==> src/rtl/button_debounce.sv <==
// Push-button debouncer: two-flop synchronizer, four-state stability FSM,
// registered level output, press/release strobes and a wrapping press counter.
module button_debounce #(
  parameter int DEBOUNCE_CYCLES = 120000,
  parameter int CNT_WIDTH       = 8,
  parameter bit ACTIVE_LOW      = 1'b0
) (
  input  logic                 clk,
  input  logic                 rst,
  input  logic                 btn,
  output logic                 pressed,
  output logic                 press_pulse,
  output logic                 release_pulse,
  output logic [CNT_WIDTH-1:0] press_count
);

  localparam int                STAB_W    = $clog2(DEBOUNCE_CYCLES);
  localparam logic [STAB_W-1:0] STAB_LAST = STAB_W'(DEBOUNCE_CYCLES - 1);
  // Pin level that means "not pressed"; the synchronizer resets to it.
  localparam logic              RELEASED_LVL = ACTIVE_LOW;

  typedef enum logic [1:0] {
    IDLE         = 2'd0,
    PRESS_WAIT   = 2'd1,
    HELD         = 2'd2,
    RELEASE_WAIT = 2'd3
  } state_t;

  logic                 sync1_q, sync1_d;
  logic                 sync2_q, sync2_d;
  state_t               state_q, state_d;
  logic [STAB_W-1:0]    stab_q, stab_d;
  logic                 pressed_q, pressed_d;
  logic                 press_pulse_q, press_pulse_d;
  logic                 release_pulse_q, release_pulse_d;
  logic [CNT_WIDTH-1:0] press_count_q, press_count_d;
  logic                 b_s;

  // Synchronized button, normalised so that 1 always means pressed.
  always_comb begin
    sync1_d = btn;
    sync2_d = sync1_q;
    b_s     = sync2_q ^ ACTIVE_LOW;
  end

  // State register: every flop in the block, reset wins over any transition.
  always_ff @(posedge clk) begin
    if (rst) begin
      sync1_q         <= RELEASED_LVL;
      sync2_q         <= RELEASED_LVL;
      state_q         <= IDLE;
      stab_q          <= '0;
      pressed_q       <= 1'b0;
      press_pulse_q   <= 1'b0;
      release_pulse_q <= 1'b0;
      press_count_q   <= '0;
    end else begin
      sync1_q         <= sync1_d;
      sync2_q         <= sync2_d;
      state_q         <= state_d;
      stab_q          <= stab_d;
      pressed_q       <= pressed_d;
      press_pulse_q   <= press_pulse_d;
      release_pulse_q <= release_pulse_d;
      press_count_q   <= press_count_d;
    end
  end

  // Next state: a candidate level must survive DEBOUNCE_CYCLES counted edges.
  always_comb begin
    state_d = state_q;
    stab_d  = stab_q;
    case (state_q)
      IDLE: begin
        if (b_s) begin
          state_d = PRESS_WAIT;
          stab_d  = '0;
        end
      end
      PRESS_WAIT: begin
        if (!b_s) begin
          state_d = IDLE;
          stab_d  = '0;
        end else if (stab_q == STAB_LAST) begin
          state_d = HELD;
          stab_d  = '0;
        end else begin
          stab_d = stab_q + 1'b1;
        end
      end
      HELD: begin
        if (!b_s) begin
          state_d = RELEASE_WAIT;
          stab_d  = '0;
        end
      end
      RELEASE_WAIT: begin
        if (b_s) begin
          state_d = HELD;
          stab_d  = '0;
        end else if (stab_q == STAB_LAST) begin
          state_d = IDLE;
          stab_d  = '0;
        end else begin
          stab_d = stab_q + 1'b1;
        end
      end
      default: begin
        state_d = IDLE;
        stab_d  = '0;
      end
    endcase
  end

  // Outputs are decoded from the upcoming state so they register with it.
  always_comb begin
    pressed_d       = (state_d == HELD) || (state_d == RELEASE_WAIT);
    press_pulse_d   = (state_q == PRESS_WAIT) && (state_d == HELD);
    release_pulse_d = (state_q == RELEASE_WAIT) && (state_d == IDLE);
    press_count_d   = press_count_q;
    if (press_pulse_d) begin
      press_count_d = press_count_q + 1'b1;
    end
  end

  assign pressed       = pressed_q;
  assign press_pulse   = press_pulse_q;
  assign release_pulse = release_pulse_q;
  assign press_count   = press_count_q;

endmodule
==> config.mk <==
export PLATFORM = sky130hd
export DESIGN_NAME = button_debounce
export DESIGN_NICKNAME = d
export VERILOG_FILES = /design/src/rtl/button_debounce.sv
export SDC_FILE = /design/constraint.sdc
export NUM_CORES = 1
export LEC_CHECK = 0
export ABC_AREA = 1
export CAP_MARGIN = 20
export CORE_ASPECT_RATIO = 2
export CORE_MARGIN = 3
export CORE_UTILIZATION = 60
export CTS_BUF_LIST = sky130_fd_sc_hd__clkbuf_8
export CTS_CLUSTER_DIAMETER = 30
export CTS_CLUSTER_SIZE = 24
export DETAILED_ROUTE_END_ITERATION = 12
export HOLD_SLACK_MARGIN = 0.15
export PLACE_DENSITY_LB_ADDON = 0.15
export SLEW_MARGIN = 10
export SYNTH_ARGS = -nofsm -noshare
export SYNTH_HDL_FRONTEND = slang
export SYNTH_SLANG_ARGS = --single-unit
==> constraint.sdc <==
create_clock -name clk -period 1.7 [get_ports clk]
set_input_delay 0.17 -clock clk [delete_from_list [all_inputs] [get_ports clk]]
set_output_delay 0.17 -clock clk [all_outputs]
set_load 0.02 [all_outputs]
==> results_dict.tcl <==
set metrics [dict create \
    grtUsageTotal_pct 25.16 \
    leakage_nw 0.8147 \
    syn_area_per_cell_um2 6.894 \
    drt_first_pass_iters 4 \
    vias 1651 \
    synth_seq_area_share_pct 36.73 \
    min_to "b_s" \
    drt_iter0_drc 48 \
    final_common_cell "nand2_1" \
    synth_xor_area_share_pct 3.515 \
    wl_um 3938 \
    crit_type "register to register" \
    grtUsageMet1_pct 22.55 \
    grt_pass1_vias 1681 \
    finalHoldViolCount 0 \
    initial_core_util_pct 62.96 \
    max_stage_delay_ns 0.37 \
    synthMuxAreaShare_pct 0 \
    powerDensity_mw_per_mm2 674.3 \
    row_count 27 \
    synth.net_count 258 \
    area_delta_synth_final_pct 18.22 \
    min_period_over_period_pct 90.58 \
    port_buffers 13 \
    whs_path_depth 2 \
    maxCapViolCount 0 \
    dp_hpwl_um 3113 \
    synth-seq-cells 32 \
    drc 0 \
    grt-busiest-layer "met2" \
    slew_headroom_pct 74.16 \
    ant_nets 0 \
    antenna_found_initial 0 \
    cts_root_buf "clkbuf_8" \
    timing.rr.end "stab_q[2]" \
    regArea_um2 643.1 \
    cp.required_ns 1.88 \
    synth_top_family_by_area "simple AND/OR/NAND/NOR gates" \
    tightest_slew_ns 0.3841 \
    peakVddDrop_uv 831.1 \
    syn_area_mm2 0.001744 \
    final_cell_mix "55 x nand2_1, 42 x inv_1, 30 x nor2_1, 30 x dfxtp_1, 16 x nand3_1" \
    yosysWarnings 0 \
    r2r_cells 9 \
    grt_max_degree 10 \
    end_kind "register" \
    synth_fa_ha_area_share_pct 1.435 \
    grt.overflow.total 0 \
    yosysTopAreaCellShare_pct 36.73 \
    crit_slowest_cell "dfxtp_1" \
    path_clk_slew_ns 0.06 \
    synth_compound_area_share_pct 8.106 \
    clock-skew-final_ns 0.005694 \
    viasPerCell 5.431 \
    syn_inst 253 \
    met2_usage_pct 47.51 \
    worstHoldStart "sync1_q" \
    final_nets 279 \
    io-pin-count 14 \
    period_needed_ns 1.540 \
    grt_pass1_wl_um 6803 \
    globalplace.congestion 0.9233 \
    die_h_um 82.25 \
    ys_types 28 \
    slew_viol_final 0 \
    drive_gt1_share_pct 13.45 \
    clock-sinks 32 \
    cts_buffers 5 \
    clk_latency_ns 0.28 \
    crit_top_cell "nand3_4" \
    wire_per_inst_um 12.95 \
    arrival_ns 1.72 \
    die_x_um 44.13 \
    ff2ff_setup_slack_ns 0.16 \
    synth_top_area_cell "dfxtp_1" \
    status "completed" \
    crit_fanout 8 \
    synthTopCellsByArea "dfxtp_1 37%, nand2_1 12%, inv_1 8.6%, nor2_1 6.5%, nand3_1 4.9%" \
    cp-start-kind "register" \
    hold_class "register to register" \
    rsz0062_at_grt "false" \
    antennaDiodeCount 0 \
    cts_tree "yes" \
    cts_buffer_depth 2 \
    num-fill-cells 234 \
    holdWs_ns 0.3963 \
    tns_ns 0 \
    multi_input_area_um2 973.4 \
    r2r-start "stab_q[1]" \
    grtUsageMet3_pct 4.121 \
    total_power_w 0.001390 \
    setup_viol 0 \
    path_cells "ha_2, nand3_4, nor2_4, nand3_4, nand2_2, inv_2, nand2_1, a21o_1, inv_1" \
    dieArea_mm2 0.003629 \
    yosys.area_share.simple_pct 40.24 \
    h-tree-depth 2 \
    core_region_area_mm2 0.002770 \
    fmax_ghz 0.6494 \
]
==> metal layers <==
layer  vias to the layer above  routed length, µm
li1                        848                  -
met1                       740               1356
met2                        39               2186
met3                        24                128
met4                         0                267
met5                         -                  0
==> worst max-delay path: cells and delay by family (launching register included) <==
family	cells	cell delay (ns)
flops	1	0.37
simple gates	5	0.61
fa+ha+maj	1	0.23
compound gates	1	0.10
buf+inv	2	0.13
==> cells in the mapped netlist <==
library cell and count:
a21oi_4 1, nor2_4 3, inv_1 40, nand4_1 12
nand3_2 1, a21oi_1 10, nor3_1 8, nand4_2 1
nor4_1 2, ha_1 2, o22ai_1 1, a21o_1 1
clkinv_2 1, nand2_2 4, clkbuf_1 2, o21ai_0 8
dfxtp_1 32, nor3_4 1, nand2_1 55, nand3_1 17
a21oi_2 1, o21a_1 1, inv_2 3, xor2_1 7
nor2_1 30, nor2_2 6, nand3_4 2, o21ai_1 1
==> state kept, by name, summed over array words and instances, names as in the netlist <==
| register | count |
|---|---|
| b_s | 1 |
| press_count | 8 |
| press_pulse | 1 |
| pressed | 1 |
| release_pulse | 1 |
| stab_q | 17 |
| state_q | 2 |
| sync1_q | 1 |
==> power breakdown <==
group / internal (W) / total, W / leakage [nW] / switching [W]
registers: 0.000753 / 0.000756 / 0.259 / 0.00000283
clock network: 0.000318 / 0.000583 / 0.0538 / 0.000265
logic: 0.0000159 / 0.0000518 / 0.502 / 0.0000359
==> cell families (layout without fill, tap and decap cells) <==
kind of cell	count (synthesis)	count (layout)
XOR/XNOR	7	7
adder cells (fa/ha/maj)	2	2
AND/OR/NAND/NOR	142	142
buffers and inverters	46	68
AO/OA/AOI/OAI	24	24
flip-flops	32	32
==> through the flow <==
step                      worst slack [ns]  utilization (%)  std cells  instance area, µm²
after floorplan                     0.2482                -        253                1744
after global placement             0.09158            69.51        296                1926
after detailed placement           0.05113            69.51        296                1926
after CTS                          0.04353            72.76        304                2016
after global routing              0.008367            74.44        304                2062
final                               0.1601            74.44        304                2062
==> layout make-up <==
type	instances	share of cell area, %
Timing Repair Buffer	16	7.403
Clock inverter	2	0.3641
Clock buffer	6	4.005
Multi-Input combinational cell	175	47.21
Inverter	44	8.070
Tap cell	29	1.760
Sequential cell	32	31.19
==> worst max path at each step <==
stage / to / from / depth (start not counted) / slack, ns
floorplan: press_count[6] / stab_q[0] / 8 / 0.25
global placement: press_count[6] / stab_q[0] / 8 / 0.09
detailed placement: press_count[6] / stab_q[0] / 8 / 0.05
CTS: press_count[6] / stab_q[0] / 8 / 0.04
global route: stab_q[12] / stab_q[1] / 10 / 0.008
finish: stab_q[2] / stab_q[1] / 9 / 0.16
==> what timing repair did <==
action                                  CTS  global route
hold buffers                              0             0
endpoints found under the setup margin    0            22
gates resized for setup                   0            11
setup buffers                             0             0
(Power assumes the default switching activity.)
